==> src/rtl/shake_arb_pkg.sv <==
// Shared definitions for the SHAKE core arbiter: FSM state encoding,
// the default word width and the CLOG2 helper macro (minimum result 1).

`ifndef SHAKE_ARB_CLOG2_DEFINED
`define SHAKE_ARB_CLOG2_DEFINED
`define CLOG2(x) (((x) <= 1) ? 1 : $clog2(x))
`endif

package shake_arb_pkg;

    // Arbiter session states.
    typedef enum logic [1:0] {
        IDLE    = 2'd0,
        GRANT   = 2'd1,
        RELEASE = 2'd2
    } arb_state_e;

    // Default SHAKE din/dout word width.
    localparam int DW_DEFAULT = 32;

endpackage : shake_arb_pkg

==> src/rtl/rr_pick.sv <==
// Combinational round-robin priority encoder: returns the first asserted
// request at or after ptr, wrapping modulo N. Usable by any arbiter that
// shares one resource between N requesters.

module rr_pick #(
    parameter int N     = 2,
    parameter int IDX_W = 1
) (
    input  logic [N-1:0]     req,
    input  logic [IDX_W-1:0] ptr,
    output logic [IDX_W-1:0] idx,
    output logic             found
);

    // Candidate index for search offset off, wrapped into 0..N-1.
    function automatic int wrap_idx(input int base, input int off);
        return (base + off) % N;
    endfunction

    // Scan from ptr upwards and keep the first requester found.
    always_comb begin
        // NOTE: every output gets a default before the loop; a path that
        // leaves one unassigned would infer a latch.
        idx   = '0;
        found = 1'b0;
        for (int k = 0; k < N; k++) begin
            if (!found && req[wrap_idx(int'(ptr), k)]) begin
                found = 1'b1;
                idx   = IDX_W'(wrap_idx(int'(ptr), k));
            end
        end
    end

endmodule : rr_pick

==> src/rtl/shake_arbiter.sv <==
// Round-robin arbiter sharing one keccak_top SHAKE core between N_REQ
// requesters. A requester owns the core for a whole session, from its first
// din_valid to its force_done pulse; data is muxed combinationally so the
// owner sees the core with no added latency. After each session one RELEASE
// cycle drives all core inputs low so the core can clear.
// Optional build macro: SHAKE_ARB_PROFILE_EN adds per-session word counters
// and a completed-session counter.

module shake_arbiter
    import shake_arb_pkg::*;
#(
    parameter int N_REQ = 2,
    parameter int DW    = DW_DEFAULT,
    parameter int IDX_W = `CLOG2(N_REQ)
) (
    input  logic                clk,
    input  logic                rst_n,
    // Requester side
    input  logic [N_REQ-1:0]    req_din_valid,
    input  logic [N_REQ*DW-1:0] req_din,
    output logic [N_REQ-1:0]    req_din_ready,
    output logic [N_REQ-1:0]    req_dout_valid,
    output logic [DW-1:0]       req_dout,
    input  logic [N_REQ-1:0]    req_dout_ready,
    input  logic [N_REQ-1:0]    req_force_done,
    // Status
    output logic [N_REQ-1:0]    grant,
    output logic                busy,
    // Core side
    output logic                shake_din_valid,
    input  logic                shake_din_ready,
    output logic [DW-1:0]       shake_din,
    input  logic                shake_dout_valid,
    output logic                shake_dout_ready,
    input  logic [DW-1:0]       shake_dout,
    output logic                shake_force_done
`ifdef SHAKE_ARB_PROFILE_EN
    ,
    output logic [31:0]         prof_in_words,
    output logic [31:0]         prof_out_words,
    output logic [15:0]         prof_sessions
`endif
);

    arb_state_e       state_q, state_d;
    logic [IDX_W-1:0] owner_q, owner_d;
    logic [IDX_W-1:0] rr_ptr_q, rr_ptr_d;
    logic [IDX_W-1:0] owner_inc;
    logic [IDX_W-1:0] pick_idx;
    logic             pick_found;

    rr_pick #(
        .N     (N_REQ),
        .IDX_W (IDX_W)
    ) u_rr_pick (
        .req   (req_din_valid),
        .ptr   (rr_ptr_q),
        .idx   (pick_idx),
        .found (pick_found)
    );

    // The output word is broadcast; only the valids are gated per owner.
    assign req_dout = shake_dout;

    // Next round-robin start: the requester after the current owner.
    assign owner_inc = (int'(owner_q) >= N_REQ - 1) ? '0 : owner_q + 1'b1;

    // State, owner and round-robin pointer registers.
    always_ff @(posedge clk or negedge rst_n) begin
        if (!rst_n) begin
            state_q  <= IDLE;
            owner_q  <= '0;
            rr_ptr_q <= '0;
        end else begin
            // NOTE: non-blocking assignments so every register samples the
            // pre-edge values, independent of statement order.
            state_q  <= state_d;
            owner_q  <= owner_d;
            rr_ptr_q <= rr_ptr_d;
        end
    end

    // Next-state logic and the owner pass-through mux.
    always_comb begin
        state_d          = state_q;
        owner_d          = owner_q;
        rr_ptr_d         = rr_ptr_q;
        grant            = '0;
        busy             = 1'b0;
        req_din_ready    = '0;
        req_dout_valid   = '0;
        shake_din_valid  = 1'b0;
        shake_din        = '0;
        shake_dout_ready = 1'b0;
        shake_force_done = 1'b0;

        case (state_q)
            IDLE: begin
                if (pick_found) begin
                    owner_d = pick_idx;
                    state_d = GRANT;
                end
            end

            GRANT: begin
                busy             = 1'b1;
                grant[owner_q]   = 1'b1;
                // force_done wins over a word offered in the same cycle:
                // the word is neither forwarded nor acknowledged.
                shake_din_valid  = req_din_valid[owner_q] & ~req_force_done[owner_q];
                shake_din        = req_din[int'(owner_q)*DW +: DW];
                req_din_ready[owner_q]  = shake_din_ready & ~req_force_done[owner_q];
                req_dout_valid[owner_q] = shake_dout_valid;
                shake_dout_ready = req_dout_ready[owner_q];
                shake_force_done = req_force_done[owner_q];
                if (req_force_done[owner_q]) begin
                    rr_ptr_d = owner_inc;
                    state_d  = RELEASE;
                end
            end

            RELEASE: begin
                busy    = 1'b1;
                state_d = IDLE;
            end

            default: begin
                state_d = IDLE;
            end
        endcase
    end

`ifdef SHAKE_ARB_PROFILE_EN
    logic [31:0] in_words_q;
    logic [31:0] out_words_q;
    logic [15:0] sessions_q;
    logic        session_start;

    assign session_start = (state_q != GRANT) && (state_d == GRANT);

    // Per-session word counters and the completed-session counter.
    always_ff @(posedge clk or negedge rst_n) begin
        if (!rst_n) begin
            in_words_q  <= '0;
            out_words_q <= '0;
            sessions_q  <= '0;
        end else begin
            if (session_start) begin
                in_words_q  <= '0;
                out_words_q <= '0;
            end else begin
                if (shake_din_valid && shake_din_ready) begin
                    in_words_q <= in_words_q + 32'd1;
                end
                if (shake_dout_valid && shake_dout_ready) begin
                    out_words_q <= out_words_q + 32'd1;
                end
            end
            if (shake_force_done) begin
                sessions_q <= sessions_q + 16'd1;
            end
        end
    end

    assign prof_in_words  = in_words_q;
    assign prof_out_words = out_words_q;
    assign prof_sessions  = sessions_q;
`endif

endmodule : shake_arbiter
==> config.mk <==
export PLATFORM = sky130hd
export DESIGN_NAME = shake_arbiter
export DESIGN_NICKNAME = d
export VERILOG_FILES = /design/src/rtl/shake_arb_pkg.sv /design/src/rtl/rr_pick.sv /design/src/rtl/shake_arbiter.sv
export SDC_FILE = /design/constraint.sdc
export NUM_CORES = 1
export LEC_CHECK = 0
export CAP_MARGIN = 5
export CORE_UTILIZATION = 25
export DETAILED_ROUTE_END_ITERATION = 12
export PLACE_DENSITY = 0.88
export SLEW_MARGIN = 10
export SYNTH_ARGS = -nofsm -noshare
export SYNTH_HDL_FRONTEND = slang
export SYNTH_HIERARCHICAL = 1
export SYNTH_SLANG_ARGS = --single-unit
==> constraint.sdc <==
create_clock -name clk -period 3.65 [get_ports clk]
set_clock_uncertainty 0.1 [all_clocks]
set_input_delay 0.73 -clock clk [delete_from_list [all_inputs] [get_ports clk]]
set_output_delay 0.73 -clock clk [all_outputs]
set_load 0.005 [all_outputs]
# Yosys cells after proc, flatten, opt, wreduce, memory -nomap -nowiden
# Cells that the tools add are included.
dict set report op_classes {
  add_sub_neg 2
  order_cmp 5
  eq_ne 4
  n_shift 1
  mux 29
  n_bitwise 6
  n_reduce_logical 8
}
# cell count
set op_table {}
lappend op_table {{$shiftx 64x7->32} 1}
lappend op_table {{$mux 32} 1}
lappend op_table {{$mux 1} 21}
lappend op_table {{$mux 2} 5}
lappend op_table {{$reduce_and 2->1} 3}
lappend op_table {{$and 2x2->2} 2}
lappend op_table {{$lt 1x2->1 const B} 2}
lappend op_table {{$ne 2x2->1 const B} 2}
lappend op_table {{$pmux 2 s2} 1}
lappend op_table {{$lt 2x3->1 const B} 1}
lappend op_table {{$add 1x1->1 const B} 2}
lappend op_table {{$and 1x1->1} 2}
lappend op_table {{$eq 2x1->1 const B} 1}
lappend op_table {{$eq 2x2->1 const B} 1}
lappend op_table {{$ge 1x1->1 const B} 2}
lappend op_table {{$logic_and 1x1->1} 2}
lappend op_table {{$logic_not 2->1} 1}
lappend op_table {{$reduce_or 2->1} 1}
lappend op_table {{$and 1x1->1 const A} 1}
lappend op_table {{$demux 1 s1} 1}
lappend op_table {{$logic_not 1->1} 1}
lappend op_table {{$not 1->1} 1}
dict set report totals {
  ff_bits 4
  in_bits 106
  output_inout_bits 74
  word_cells 58
}

# Logic depth before layout (Yosys ltp)
# Gate-level depths: netlist (run 1).
dict set report depth {
  word_depth 9
  ltp_mapped 6
  ltp_nobuf 5
}

# By module
# Netlist (run 1), hierarchy kept.
# module n_inst cells_each area_each_um2 seq_area_each_um2
set modules_own_cells {}
lappend modules_own_cells {shake_arbiter 1 139 1133.6 100.1}
lappend modules_own_cells {rr_pick 1 3 17.5 0.0}

# Worst setup path after synthesis (run 1)
# Ideal clock, no wire load.
dict set report synth_timing {
  path_type {register -> output}
  startpoint {register state_q[1]}
  endpoint {output port shake_din[10]}
  t_arrival_ns 1.190
  required_time_ns 2.820
  setup_slack_ns 1.630
  stages_incl_launch_ff 6
  cell_sequence {dfrtp_1 -> inv_1 -> ha_1 -> buf_2 -> clkbuf_1 -> nor2b_1}
}
dict set report synth_between {
  elab_chain_len 2
}
# element line_no
set synth_rtl {}
lappend synth_rtl {{start, declared} shake_arbiter.sv:45} ;# arb_state_e state_q, state_d;
lappend synth_rtl {{start signal, assigned} shake_arbiter.sv:77} ;# state_q <= state_d;
lappend synth_rtl {{$eq 2x1->1} shake_arbiter.sv:97} ;# case (state_q)
lappend synth_rtl {{$mux 32} shake_arbiter.sv:97}
lappend synth_rtl {{end, declared} shake_arbiter.sv:32} ;# output logic [DW-1:0] shake_din,
# No other way between the ends.

# Worst setup path after layout (run 1)
dict set report layout_timing {
  startpoint {register state_q[1]}
  endpoint {output port shake_din[13]}
}
# The elaborated chain is that of the path after synthesis.

==> results of run 1 <==
final timing paths:
check | from | end | slack (ns)
min in group asynchronous | rst_n | rr_ptr_q$_DFFE_PN0P_ | 0.61
hold reg to reg | state_q[1]$_DFFE_PN0P_ | state_q[1]$_DFFE_PN0P_ | 0.40
setup / recovery | state_q[1]$_DFFE_PN0P_ | shake_din[13] | 0.65
setup reg to reg | state_q[1]$_DFFE_PN0P_ | state_q[1]$_DFFE_PN0P_ | 1.74
hold / removal | state_q[1]$_DFFE_PN0P_ | state_q[1]$_DFFE_PN0P_ | 0.40
max in group asynchronous | rst_n | owner_q$_DFFE_PN0P_ | 2.66
power groups by stage:
stage | combinational (mW) | sequential (mW) | clock [mW]
floorplan | 0.541 | 0.0772 | 0
global placement | 0.913 | 0.120 | 0
detailed placement | 0.925 | 0.120 | 0
CTS | 0.927 | 0.120 | 0.101
global route | 0.990 | 0.126 | 0.105
finish | 0.909 | 0.119 | 0.0964
layout make-up:
| type | instances | area share |
|---|---|---|
| Clock buffer | 4 | 0.0210 |
| Timing Repair Buffer | 118 | 0.548 |
| Sequential cell | 4 | 0.0473 |
| Tap cell | 52 | 0.0304 |
| Multi-Input combinational cell | 93 | 0.347 |
| Inverter | 4 | 0.00701 |
stage by stage:
stage / worst slack [ns] / hold WS (ns) / area (um2)
3_3_place_gp: 0.790 / 0.393 / 2100
2_1_floorplan: 1.63 / 0.334 / 1150
4_1_cts: 0.596 / 0.406 / 2140
3_5_place_dp: 0.759 / 0.400 / 2100
6_report: 0.652 / 0.401 / 2140
5_1_grt: 0.436 / 0.424 / 2140
sequential cells by signal, summed over array words and instances (netlist names):
| register | cells |
|---|---|
| owner_q | 1 |
| rr_ptr_q | 1 |
| state_q | 2 |
worst reg2reg max path, cell delays in order, from the launching register on:
cell	delay, ns
dfrtp_1	0.36
inv_1	0.12
ha_1	0.46
buf_4	0.33
a21oi_1	0.14
mux2_2	0.29
synthesized netlist by cell type:
library cell	n	share of area
nand2_1	3	0.0098
mux2i_1	34	0.30
inv_1	4	0.013
a32oi_1	1	0.0076
clkbuf_1	3	0.0098
a21boi_1	1	0.0065
and2_1	2	0.011
buf_4	34	0.22
nor2_1	1	0.0033
and2b_1	1	0.0065
o21ai_0	1	0.0043
and3b_1	1	0.0076
buf_2	3	0.013
ha_1	4	0.043
nor2b_1	36	0.20
a21oi_1	2	0.0087
dfrtp_1	4	0.087
or2_1	1	0.0054
mux2_2	3	0.029
and3_1	2	0.011
buf_6	1	0.0098
per-layer routing:
layer	part of all wire	wire length [um]	vias to the layer above
met1	0.37	1280	539
met2	0.53	1840	78
li1	-	-	592
met5	0	0	-
met4	0	0	0
met3	0.11	369	0
cells by family after synthesis:
logic type / Yosys count
AND/OR/NAND/NOR: 47
buffers and inverters: 45
multiplexers: 37
AO/OA/AOI/OAI: 5
adder cells (fa/ha/maj): 4
flip-flops: 4
==> impl_metrics.env, run 1 <==
export IMPL_run_status="finished clean"
export IMPL_switchingPower_mw=0.390
export IMPL_combPwrFrac=0.809
export IMPL_dieArea_um2=4880
export IMPL_maxCapViolations=0
export IMPL_cp_end_kind="primary output"
export IMPL_min_period_ns=3.00
export IMPL_tritoncts="done"
export IMPL_multi_input_area_um2=743
export IMPL_p_int_mw=0.735
export IMPL_slew_headroom=0.690
export IMPL_drt_iter0_drc=6
export IMPL_slowest_delay_ns=0.51
export IMPL_routabilityCongestion=0.805
export IMPL_hold_class="reg -> reg"
export IMPL_pwr_share_clk=0.086
export IMPL_yosys_mux_area_fraction=0.325
export IMPL_final_common_cell="clkdlybuf4s50_1"
export IMPL_fp_coreArea_um2=4380
export IMPL_use_met3=0.0433
export IMPL_die_w_um=69.9
export IMPL_worstSetupStartpointType="register"
export IMPL_initial_core_util=0.263
export IMPL_synth_nets=252
export IMPL_crit_family="buffers and inverters"
export IMPL_worst_path_stages=5
export IMPL_gr_total_overflow=0
export IMPL_postCtsSetupBuffers=0
export IMPL_power_mw=1.12
export IMPL_grt_total_usage=0.134
export IMPL_hold_depth=1
export IMPL_firstDrtPassIters=4
export IMPL_powerDensity_nw_per_um2=525
export IMPL_fillCellCount=429
export IMPL_ir_drop_mv=0.401
export IMPL_numPlacedInstances=271
export IMPL_n_antenna_cell=0
export IMPL_final_cell_mix="115 x clkdlybuf4s50_1, 36 x nor2b_1, 34 x mux2i_1"
export IMPL_grt_pass1_wl_mm=5.42
export IMPL_clockRootBuffer="clkbuf_8"
export IMPL_vias=1209
export IMPL_crit_arrival_ns=2.17
export IMPL_p_leak_nw=0.901
export IMPL_area_delta_synth_final_pct=86.2
export IMPL_cp_cell_sequence="inv_1 > ha_1 > buf_4 > nor2b_1 > clkdlybuf4s50_1"
export IMPL_clock_sinks=4
export IMPL_htreeDepth=1
export IMPL_synth_xor_area_share=0
export IMPL_critical_path_class="reg -> out"
export IMPL_drive_gt1_frac=0.0448
export IMPL_grt_max_degree=26
export IMPL_dp_hpwl_mm=3.01
export IMPL_syn_avg_cell_area_um2=8.11
export IMPL_numPortBuffers=115
export IMPL_grt_pass1_vias=1146
export IMPL_register_area_um2=101
export IMPL_final_core_util=0.489
export IMPL_synth_top_family_by_area="multiplexers"
export IMPL_ys_types=21
export IMPL_crit_path_top_delay_cell="clkdlybuf4s50_1"
export IMPL_max_clock_path_buffers=2
export IMPL_use_met2=0.261
export IMPL_cts_hold_buffers_added=0
export IMPL_rsz0062_at_grt="no"
export IMPL_numCtsBuffers=3
export IMPL_synth_compound_area_share=0.0272
export IMPL_ys_ff_latch=4
export IMPL_synthCells=142
export IMPL_worstMarginPinSlew_ns=0.465
export IMPL_switching_share=0.347
export IMPL_drc=0
export IMPL_yosysSeqAreaShare=0.0870
export IMPL_wire_per_inst_um=12.7
export IMPL_ys_warnings_count=6
export IMPL_synthAdderAreaFrac=0.0435
export IMPL_required_ns=2.82
export IMPL_ctsResizeCount=0
export IMPL_stdcell_count=275
export IMPL_power_frac_seq=0.106
export IMPL_antenna_found_initial=0
export IMPL_crit_fanout=25
export IMPL_top_usage_layer="met2"
export IMPL_wl_mm=3.49
export IMPL_pin_count=180
export IMPL_max_freq_mhz=334
export IMPL_final_hold_violation_count=0
export IMPL_clkTransAtPathRegs_ns=0.03
export IMPL_fin_setup_tns_ns=0
export IMPL_synth_simple_area_share=0.250
export IMPL_rows=24
export IMPL_ant_nets=0
export IMPL_syn_area_um2=1150
export IMPL_r2r_cells=5
export IMPL_maxSlewViolCount=0
export IMPL_die_h_um=69.9
export IMPL_avgViaCountPerCell=4.40
export IMPL_setup_viol=0
export IMPL_crit_buf_inv=3
export IMPL_fin_crit_sh=0.821
export IMPL_gr_usage_met1=0.141
export IMPL_clk_insertion_delay_late_ns=0.22
export IMPL_nets=334
Power figures use the tool's default switching activity.
==> inputs of run 2 (changes only) <==
--- a/config.mk
+++ b/config.mk
@@ -6,9 +6,9 @@
 export NUM_CORES = 1
 export LEC_CHECK = 0
 export CAP_MARGIN = 5
-export CORE_UTILIZATION = 25
+export CORE_UTILIZATION = 21
 export DETAILED_ROUTE_END_ITERATION = 12
-export PLACE_DENSITY = 0.88
+export PLACE_DENSITY = 0.79
 export SLEW_MARGIN = 10
 export SYNTH_ARGS = -nofsm -noshare
 export SYNTH_HDL_FRONTEND = slang
==> constraint.sdc (replaced) <==
create_clock -name clk -period 2.7 [get_ports clk]
set_clock_uncertainty 0.1 [all_clocks]
set_input_delay 0.54 -clock clk [delete_from_list [all_inputs] [get_ports clk]]
set_output_delay 0.54 -clock clk [all_outputs]
set_load 0.005 [all_outputs]
==> run 2 against run 1 <==
Net effect:
- clock power rose by 40%
- die area rose by 18%
- critical path type is now in -> out
- register-to-register slack got worse by 0.70 ns
- critical endpoint is now shake_force_done
==> impl_metrics.env, run 2 (synthesis gave the netlist of run 1 again) <==
export IMPL_run_status="finished clean"
export IMPL_fin_ws_ns=0.166
export IMPL_crit_arrival_ns=1.89
export IMPL_reg_largest_list="state_q x2, owner_q x1, rr_ptr_q x1"
export IMPL_maxSlewViolCount=0
export IMPL_firstDrtPassIters=4
export IMPL_pin_count=180
export IMPL_final_core_util=0.418
export IMPL_maxCapViolations=0
export IMPL_cts_hold_buffers_added=0
export IMPL_gr_total_overflow=0
export IMPL_wl_mm=3.48
export IMPL_worstMarginPinSlew_ns=0.309
export IMPL_clkTransAtPathRegs_ns=0.04
export IMPL_n_antenna_cell=0
export IMPL_fp_coreArea_um2=5200
export IMPL_drt_iter0_drc=26
export IMPL_grt_max_degree=21
export IMPL_slew_headroom=0.794
export IMPL_dpl_worst_slack_ns=0.169
export IMPL_postCtsSetupBuffers=0
export IMPL_final_cell_mix="115 x clkdlybuf4s50_1, 36 x nor2b_1, 34 x mux2i_1"
export IMPL_critical_path_class="in -> out"
export IMPL_nets=335
export IMPL_grt_total_usage=0.120
export IMPL_largest_register_ffs=2
export IMPL_grt_pass1_vias=1194
export IMPL_routabilityCongestion=0.710
export IMPL_required_ns=2.06
export IMPL_clk_insertion_delay_late_ns=0.22
export IMPL_drc=0
export IMPL_rows=26
export IMPL_rrSetupSlack_ns=1.04
export IMPL_worstSetupStartpointType="primary input"
export IMPL_powerDensity_nw_per_um2=709
export IMPL_clock_sinks=4
export IMPL_initial_core_util=0.221
export IMPL_htreeDepth=1
export IMPL_die_h_um=76.0
export IMPL_final_hold_violation_count=0
export IMPL_wire_per_inst_um=11.8
export IMPL_rsz0062_at_grt="no"
export IMPL_antenna_found_initial=0
export IMPL_p_leak_nw=0.906
export IMPL_ir_drop_mv=0.760
export IMPL_dieArea_um2=5780
export IMPL_ant_nets=0
export IMPL_drive_gt1_frac=0.0491
export IMPL_tritoncts="done"
export IMPL_min_period_ns=2.53
export IMPL_final_common_cell="clkdlybuf4s50_1"
export IMPL_vias=1189
export IMPL_top_register="state_q"
export IMPL_setup_viol=0
export IMPL_avgViaCountPerCell=4.04
export IMPL_ctsResizeCount=0
export IMPL_max_freq_mhz=395
export IMPL_cp_end_kind="primary output"
export IMPL_die_w_um=76.0
export IMPL_numCtsBuffers=3
export IMPL_dp_hpwl_mm=2.92
export IMPL_clockRootBuffer="clkbuf_8"
export IMPL_max_clock_path_buffers=2
export IMPL_fin_setup_tns_ns=0
export IMPL_fin_crit_sh=0.938
export IMPL_power_mw=1.54
export IMPL_numPortBuffers=115
export IMPL_crit_fanout=4
export IMPL_hold_class="reg -> reg"
export IMPL_area_delta_synth_final_pct=88.8
export IMPL_grt_pass1_wl_mm=5.73
## run 2: changes by cell type in the layout (fill, tap and decap cells not counted), sizes merged
cell	delta
buf	+1
## run 2: area by class of cell
type | instances | area, um2
Sequential cell | 4 | 101
Inverter | 4 | 15.0
Tap cell | 70 | 87.6
Fill cell | 547 | 3030
Multi-Input combinational cell | 93 | 743
Timing Repair Buffer | 119 | 1180
Clock buffer | 4 | 45.0
## run 2: worst paths after layout
kind / from / to / depth (start not counted)
worst max-delay path: req_force_done[0] / shake_force_done / 4
worst min-delay path: rr_ptr_q$_DFFE_PN0P_ / rr_ptr_q$_DFFE_PN0P_ / 2
worst max register to register: state_q[0]$_DFFE_PN0P_ / state_q[1]$_DFFE_PN0P_ / 4
worst min register to register: rr_ptr_q$_DFFE_PN0P_ / rr_ptr_q$_DFFE_PN0P_ / 2
max in group asynchronous: rst_n / owner_q$_DFFE_PN0P_ / 1
min in group asynchronous: rst_n / rr_ptr_q$_DFFE_PN0P_ / 1
## run 2: worst max-delay path, cell delays in order
cell	delay, ns
clkdlybuf4s50_1	0.54
mux2i_1	0.12
and2b_1	0.20
clkdlybuf4s50_1	0.50
## run 2: layer usage
layer	share of wire	up-vias	global-route usage	routed length [um]
li1	-	594	-	-
met1	0.40	527	0.128	1370
met2	0.52	60	0.225	1800
met3	0.076	8	0.0287	264
met4	0.0098	0	0.0500	34
met5	0	-	0	0
## run 2: stage by stage
stage	hold slack, ns	area [um2]	std cells
global placement	0.389	2130	290
detailed placement	0.402	2130	290
global route	0.435	2170	294
floorplan	0.144	1150	142
CTS	0.410	2170	294
finish	0.405	2170	294
## run 2: report_power, final
part           internal (mW)  switching [mW]  total, mW
clock                  0.101          0.0340      0.135
sequential            0.0907          0.0253      0.116
combinational          0.811           0.480       1.29
